[src/rtl/ccip_c0_rd_arbiter.sv]
// Round-robin arbiter sharing the CCI-P c0 read-request path between N_REQ requesters,
// with per-requester outstanding-read limits, mdata ID tagging, response routing and a drain FSM.
module ccip_c0_rd_arbiter #(
  parameter int N_REQ    = 4,
  parameter int ADDR_W   = 42,
  parameter int UMDATA_W = 12,
  parameter int MAX_OUT  = 32
) (
  input  logic                         pClk,
  input  logic                         pck_cp2af_softReset,
  input  logic [N_REQ-1:0]             req_valid,
  input  logic [N_REQ*ADDR_W-1:0]      req_addr,
  input  logic [N_REQ*UMDATA_W-1:0]    req_mdata,
  output logic [N_REQ-1:0]             req_ready,
  output logic                         c0_tx_valid,
  output logic [ADDR_W-1:0]            c0_tx_addr,
  output logic [15:0]                  c0_tx_mdata,
  input  logic                         c0_tx_almfull,
  input  logic                         c0_rx_valid,
  input  logic [15:0]                  c0_rx_mdata,
  input  logic [511:0]                 c0_rx_data,
  output logic [N_REQ-1:0]             rsp_valid,
  output logic [UMDATA_W-1:0]          rsp_mdata,
  output logic [511:0]                 rsp_data,
  input  logic                         drain_req,
  output logic                         drained,
  output logic                         err_sticky,
  output logic [1:0]                   dbg_state
);

  localparam int IDX_W = (N_REQ > 1) ? $clog2(N_REQ) : 1;
  localparam int CNT_W = $clog2(MAX_OUT) + 1;
  localparam logic [CNT_W-1:0] MAX_CNT = CNT_W'(MAX_OUT);

  // dbg_state encoding: 0 = RUN, 1 = DRAIN, 2 = IDLE
  localparam logic [1:0] S_RUN   = 2'd0;
  localparam logic [1:0] S_DRAIN = 2'd1;
  localparam logic [1:0] S_IDLE  = 2'd2;

  logic [1:0]          r_state;
  logic [1:0]          w_state_nxt;
  logic [IDX_W-1:0]    r_ptr;
  logic [CNT_W-1:0]    r_out_cnt [N_REQ];

  logic                r_tx_valid;
  logic [ADDR_W-1:0]   r_tx_addr;
  logic [15:0]         r_tx_mdata;
  logic [N_REQ-1:0]    r_rsp_valid;
  logic [UMDATA_W-1:0] r_rsp_mdata;
  logic [511:0]        r_rsp_data;
  logic                r_err;

  logic                w_grant_en;
  logic                w_drained;
  logic [N_REQ-1:0]    w_elig;
  logic                w_gnt;
  logic [IDX_W-1:0]    w_gnt_idx;
  logic [IDX_W-1:0]    w_cand;
  logic [N_REQ-1:0]    w_ready;
  logic [ADDR_W-1:0]   w_sel_addr;
  logic [UMDATA_W-1:0] w_sel_umdata;
  logic [3:0]          w_rx_id;
  logic                w_rx_id_ok;
  logic [N_REQ-1:0]    w_rx_onehot;
  logic                w_uflow;
  logic [N_REQ-1:0]    w_inc;
  logic [N_REQ-1:0]    w_dec;
  logic                w_cnt_all_zero;

  // Handshake: a request from requester i is accepted in a cycle where req_valid[i] && req_ready[i];
  // req_ready is a combinational one-hot grant that never depends on the requester's own ready.

  assign w_rx_id    = c0_rx_mdata[15:12];
  assign w_rx_id_ok = (int'(w_rx_id) < N_REQ);

  always_comb begin
    w_elig         = '0;
    w_rx_onehot    = '0;
    w_uflow        = 1'b0;
    w_cnt_all_zero = 1'b1;
    for (int i = 0; i < N_REQ; i++) begin
      w_elig[i]      = req_valid[i] && (r_out_cnt[i] < MAX_CNT);
      w_rx_onehot[i] = c0_rx_valid && w_rx_id_ok && (w_rx_id == 4'(i));
      if (w_rx_onehot[i] && (r_out_cnt[i] == '0)) w_uflow = 1'b1;
      if (r_out_cnt[i] != '0) w_cnt_all_zero = 1'b0;
    end
  end

  // Round-robin search starting at the pointer, wrapping modulo N_REQ.
  always_comb begin
    w_gnt     = 1'b0;
    w_gnt_idx = '0;
    w_cand    = '0;
    for (int k = 0; k < N_REQ; k++) begin
      w_cand = IDX_W'((int'(r_ptr) + k) % N_REQ);
      if (!w_gnt && w_elig[w_cand]) begin
        w_gnt     = 1'b1;
        w_gnt_idx = w_cand;
      end
    end
    if (!w_grant_en) w_gnt = 1'b0;
  end

  always_comb begin
    w_ready      = '0;
    w_sel_addr   = '0;
    w_sel_umdata = '0;
    w_inc        = '0;
    w_dec        = '0;
    for (int i = 0; i < N_REQ; i++) begin
      if (w_gnt_idx == IDX_W'(i)) begin
        w_ready[i]   = w_gnt;
        w_inc[i]     = w_gnt;
        w_sel_addr   = req_addr[i*ADDR_W +: ADDR_W];
        w_sel_umdata = req_mdata[i*UMDATA_W +: UMDATA_W];
      end
      // An underflow response is routed but must not wrap the counter.
      w_dec[i] = w_rx_onehot[i] && (r_out_cnt[i] != '0);
    end
  end

  always_ff @(posedge pClk or posedge pck_cp2af_softReset) begin
    if (pck_cp2af_softReset) begin
      r_state <= S_RUN;
    end else begin
      r_state <= w_state_nxt;
    end
  end

  always_comb begin
    w_state_nxt = r_state;
    case (r_state)
      S_RUN:   if (drain_req) w_state_nxt = S_DRAIN;
      S_DRAIN: begin
        if (!drain_req)                          w_state_nxt = S_RUN;
        else if (w_cnt_all_zero && !r_tx_valid)  w_state_nxt = S_IDLE;
      end
      S_IDLE:  if (!drain_req) w_state_nxt = S_RUN;
      default: w_state_nxt = S_RUN;
    endcase
  end

  // drain_req blocks grants in the same cycle it is seen in RUN.
  always_comb begin
    w_grant_en = (r_state == S_RUN) && !drain_req && !c0_tx_almfull;
    w_drained  = (r_state == S_IDLE);
  end

  always_ff @(posedge pClk or posedge pck_cp2af_softReset) begin
    if (pck_cp2af_softReset) begin
      r_ptr      <= '0;
      r_tx_valid <= 1'b0;
      r_tx_addr  <= '0;
      r_tx_mdata <= '0;
      for (int i = 0; i < N_REQ; i++) r_out_cnt[i] <= '0;
    end else begin
      r_tx_valid <= w_gnt;
      if (w_gnt) begin
        r_ptr      <= (w_gnt_idx == IDX_W'(N_REQ - 1)) ? '0 : w_gnt_idx + 1'b1;
        r_tx_addr  <= w_sel_addr;
        r_tx_mdata <= {4'(w_gnt_idx), 12'(w_sel_umdata)};
      end
      for (int i = 0; i < N_REQ; i++) begin
        if (w_inc[i] && !w_dec[i])      r_out_cnt[i] <= r_out_cnt[i] + 1'b1;
        else if (w_dec[i] && !w_inc[i]) r_out_cnt[i] <= r_out_cnt[i] - 1'b1;
      end
    end
  end

  always_ff @(posedge pClk or posedge pck_cp2af_softReset) begin
    if (pck_cp2af_softReset) begin
      r_rsp_valid <= '0;
      r_rsp_mdata <= '0;
      r_rsp_data  <= '0;
      r_err       <= 1'b0;
    end else begin
      r_rsp_valid <= w_rx_onehot;
      if (c0_rx_valid && w_rx_id_ok) begin
        r_rsp_mdata <= c0_rx_mdata[UMDATA_W-1:0];
        r_rsp_data  <= c0_rx_data;
      end
      if (c0_rx_valid && (!w_rx_id_ok || w_uflow)) r_err <= 1'b1;
    end
  end

  assign req_ready   = w_ready;
  assign c0_tx_valid = r_tx_valid;
  assign c0_tx_addr  = r_tx_addr;
  assign c0_tx_mdata = r_tx_mdata;
  assign rsp_valid   = r_rsp_valid;
  assign rsp_mdata   = r_rsp_mdata;
  assign rsp_data    = r_rsp_data;
  assign drained     = w_drained;
  assign err_sticky  = r_err;
  assign dbg_state   = r_state;

endmodule

[config.mk]
export PLATFORM = sky130hd
export DESIGN_NAME = ccip_c0_rd_arbiter
export DESIGN_NICKNAME = d
export VERILOG_FILES = /design/src/rtl/ccip_c0_rd_arbiter.sv
export SDC_FILE = /design/constraint.sdc
export NUM_CORES = 2
export LEC_CHECK = 0
export BUFFER_PORTS_ARGS = -buffer_cell sky130_fd_sc_hd__clkbuf_2
export CORE_AREA = 2 2 528 530
export CTS_CLUSTER_SIZE = 40
export DETAILED_ROUTE_END_ITERATION = 12
export DIE_AREA = 0 0 530 532
export SLEW_MARGIN = 10
export SYNTH_ARGS = -nofsm -noshare
export SYNTH_HDL_FRONTEND = slang
export SYNTH_SLANG_ARGS = --single-unit
[constraint.sdc]
create_clock -name pClk -period 54.2 [get_ports pClk]
set_input_delay 2.71 -clock pClk [delete_from_list [all_inputs] [get_ports pClk]]
set_output_delay 2.71 -clock pClk [all_outputs]
set_load 0.01 [all_outputs]
# Word level (Yosys, flattened, before mapping)
# Index checks and enable logic that the tools add are counted.
# W data, S select, Z words.
# word_totals
output_inout_bits	595
elab_cells	160
regBits	614
# classes
eq_ne	11
muxes	51
n_reduce_logical	64
n_lt_le_gt_ge	9
n_addsub	12
# op_table
cell	n
$mux W42	4
$mux W12	4
$mux W6	8
$logic_and A1 B1 Y1	32
$add A6 B1 Y6 const B	4
$logic_not A6 Y1	4
$lt A6 B6 Y1 const B	4
$reduce_bool A6 Y1	4
$sub A6 B1 Y6 const B	4
$mux W1	21
$mux W2	9
$logic_not A1 Y1	15
$lt A2 B3 Y1 const B	4
$bmux W1 S2	4
$eq A4 B2 Y1 const B	2
$reduce_bool A2 Y1	4
$eq A2 B2 Y1 const B	3
$pmux W2 S3	1
$add A2 B1 Y2 const B	2
$add A2 B2 Y2 const B	2
$eq A2 B1 Y1 const B	2
$eq A4 B1 Y1 const B	1
$logic_not A2 Y1	2
$logic_not A4 Y1	1
5 further kinds	6

# Depth between registers and ports, before layout
# logic_depth
ltp_word	20
mapped_depth	17

# Worst setup path after synthesis
# OpenSTA, ideal clock, no wires.
# synth_timing
kind	input port to output port
from	input req_valid[1]
to	output req_ready[3]
arrival_time_ns	4.595
cell_stages	10
setup_slack_ns	46.895
t_required_ns	51.490
cell_sequence	nand2b_1 nor2b_1 o21ai_0 nand4_1 inv_1 ha_1 clkbuf_1 clkbuf_1 clkbuf_1 and3_1
# synth_between
elab_chain_len	15
# synth_rtl
item	line_no	text
from (decl)	11	input logic [N_REQ-1:0] req_valid,
$logic_and A1 B1 Y1 *	82	w_elig[i] = req_valid[i] && (r_out_cnt[i] < MAX_CNT);
$bmux W1 S2	96	if (!w_gnt && w_elig[w_cand]) begin
$mux W1 (not written as such)	96	
$mux W1	96	
$logic_not A1 Y1	96	
$logic_and A1 B1 Y1	96	
$mux W1	96	
$logic_not A1 Y1	96	
$logic_and A1 B1 Y1	96	
$mux W1	96	
$logic_not A1 Y1	96	
$logic_and A1 B1 Y1	96	
$mux W2 *	96	
named net w_gnt_idx[0]	57	logic [IDX_W-1:0] w_gnt_idx;
$eq A2 B2 Y1 *	111	if (w_gnt_idx == IDX_W'(i)) begin
$mux W1 *	111	
to (decl)	14	output logic [N_REQ-1:0] req_ready,
# Mark *: on every way through the listed nets, which the timed path passes. The rest lies on a longest branch. The select of a mux whose other input is x is not followed.

# Final worst setup path
# layout_timing
from	input drain_req
to	output req_ready[2]
# layout_between
elab_chain_len	5
# layout_rtl
item	line_no	text
from (decl)	25	input logic drain_req,
$logic_not A1 Y1	145	w_grant_en = (r_state == S_RUN) && !drain_req && !c0_tx_almfull;
$logic_and A1 B1 Y1 (2 in series)	145	
$mux W1	101	if (!w_grant_en) w_gnt = 1'b0;
$mux W1	111	
# No other way between the ends.

==> metrics.cfg <==
[outcome]
status=finished with violations
violations=capacitance limit, slew limit

[clock_tree]
cts_root_buf=clkbuf_16
clkSlewWorstSetupHoldPaths_ns=0.06
cts_buffers=89
cts_hold_buffers=0
cts_sinks=614
clk_path_buf_depth=4
cts_tree=yes
htree_levels=3
insertion_delay_ns=0.77
cts_setup_buffers=0
ctsResizeCount=0

[worst_setup_path]
critPathMaxFanout=41
crit_path_end_kind=primary output
path_buf_inv=2
crit_family=simple AND/OR/NAND/NOR gates
arrival_ns=5.06
path_cells=clkbuf_2 -> nor4_2 -> nand2_4 -> nor2_1 -> clkbuf_2
r2r_cells=11
cp.depth=5
crit_slowest_cell=nor4_2
startpoint_type=input port
critical_path_class=in -> out
worst-r2r-setup-slack_ns=49.52
worst_path_largest_cell_delay_ns=0.95
worst_ep_required_time_ns=51.49
cpMostUsedCell=clkbuf_2

[floorplanning]
start_util=0.0911
rows=193
core_um2=276000
die_h_um=532
die_width_um=530
dieArea_um2=282000
io_pins=1348

[yosys]
synth_top_family_by_area=simple AND/OR/NAND/NOR gates
yosysTopAreaCell=dfrtp_1
yosys-top-cells-area=dfrtp_1, nand2_1, clkbuf_1, a221oi_1, o21ai_0
netlist-cell-type-count=40
syn-instance-count=2896
synth_xor_area_frac=0.00697
synth_top_area_frac=0.611
synth-seq-cells=614
synth_edf_count=0
synth_compound_area_frac=0.0538
synth.yosys.seq_area_share=0.611
synth-main-ff-cell=dfrtp_1
avgSynthCellArea_um2=8.68
synthSimpleGateAreaFrac=0.280
async_reset_ff_frac=1.00
syn_area_um2=25100
yosysWarnings=0
synth-adder-area-share=0.0156
muxShareOfSynthArea=0.00309

[timing]
period_needed_ns=7.77
setup_viol=0
finalHoldViolations=0
clock_skew_ns=0.0258
slew_violations=2
setup_tns_ns=0
tightest_slew_ns=1.52
post-route-period-util=0.143
rsz0062_at_grt=false
slew_headroom=-0.0193
max_freq_mhz=129
worst_slack_ns=46.43

[global_route]
gr-total-overflow=0
grt_use_met2=0.233
top_usage_layer=met2
grt_max_degree=183
grtUsageMet1=0.153
use_met3=0.140
antenna_found_initial=253
grt_usage=0.156
grt_pass1_vias=25409
grt_pass1_wl_um=280000

[placement]
dp_cells=7814
place_area_um2=36200
hpwlAfterDp_um=197000
io_buffers=1345
dpl_worst_slack_ns=46.33
place.gp.congestion=0.956

[flow_run]
drv_cap=1

[layout]
multi_input_area_um2=9100
num-fill-cells=31797
final_core_util=0.142
area_delta_synth_final_pct=56.0
nNetsFinal=4982
drive_gt1_frac=0.361
layout_common_cells=nand2_1, clkbuf_2, dfrtp_1
final_cell_area_um2=39200
fin_cells=8024
regArea_um2=15400
final_common_cell=nand2_1

[detailed_routing]
first_pass_iters=5
antenna_left=0
wl_um=227000
drtIter0Drc=1582
vias=25946
wl_per_cell_um=28.3
drc_errors=0
via_per_inst=3.23

[power]
peakVddDrop_mv=0.0256
p_leak_nw=20.6
powerDensity_nw_per_um2=47.5

[min_path]
hold_class=reg -> reg
hold_depth=2

sequential cells by signal (all words and copies together) (netlist names):
signal       count
dbg_state        2
c0_tx_mdata     14
err_sticky       1
rsp_mdata       12
r_out_cnt       24
c0_tx_valid      1
c0_tx_addr      42
rsp_data       512
r_ptr            2
rsp_valid        4
layout make-up:
class,count,share of cell area
Antenna cell,57,0.00364
Sequential cell,614,0.392
Clock inverter,33,0.00884
Clock buffer,120,0.0644
Tap cell,3705,0.118
Timing Repair Buffer,1382,0.179
Inverter,13,0.00147
Multi-Input combinational cell,2100,0.232
path summary, 6_finish.rpt:
path,from,end
max in group asynchronous,pck_cp2af_softReset,rsp_data[429]
min in group asynchronous,pck_cp2af_softReset,c0_tx_addr[4]
min reg2reg,rsp_data[123],rsp_data[123]
min,rsp_data[123],rsp_data[123]
max reg2reg,r_out_cnt[23],c0_tx_addr[8]
max,drain_req,req_ready[2]
layer usage:
layer | up-vias | part of all wire
met4 | 132 | 0.041
met5 | - | 0.0038
li1 | 11805 | -
met3 | 549 | 0.20
met2 | 1489 | 0.42
met1 | 11971 | 0.34
cells by family (layout without fill, tap and decap cells):
group,after synthesis,count (layout)
compound gates,219,219
xor+xnor,20,20
fa+ha+maj,29,29
buf+inv,183,1548
flops,614,614
mux,7,7
other cells,1,59
simple gates,1823,1823
synthesized netlist by cell type (6+ instances only):
library cell and n:
dfrtp_1 614, inv_1 12, xnor2_1 11, nor2b_1 6, nor2_1 64, buf_2 32
a21oi_1 66, a221oi_1 53, ha_1 25, xor2_1 9, mux2_2 6, nor3_1 54
nor4_1 14, nand2_1 1662, clkbuf_1 127, a21o_1 6, o21ai_0 80, buf_1 9
worst reg2reg max path, delay by kind of cell (launching register included):
kind,cells,cell delay [ns]
adder cells (fa/ha/maj),1,0.33
flip-flops,1,0.41
AND/OR/NAND/NOR,3,1.96
AO/OA/AOI/OAI,6,1.31
buffers and inverters,1,0.55
metrics by stage:
step,power (mW),hold slack (ns)
detailed placement,1.29,0.461
global placement,1.29,0.458
finish,1.86,0.470
floorplan,0.889,0.455
CTS,1.91,0.476
global route,1.99,0.489
power by group:
part	internal [mW]	switching [mW]	total, mW
clock	0.350	0.244	0.593
combinational	0.197	0.464	0.661
sequential	0.551	0.0574	0.608
total	1.10	0.765	1.86
(Power assumes the default switching activity.)
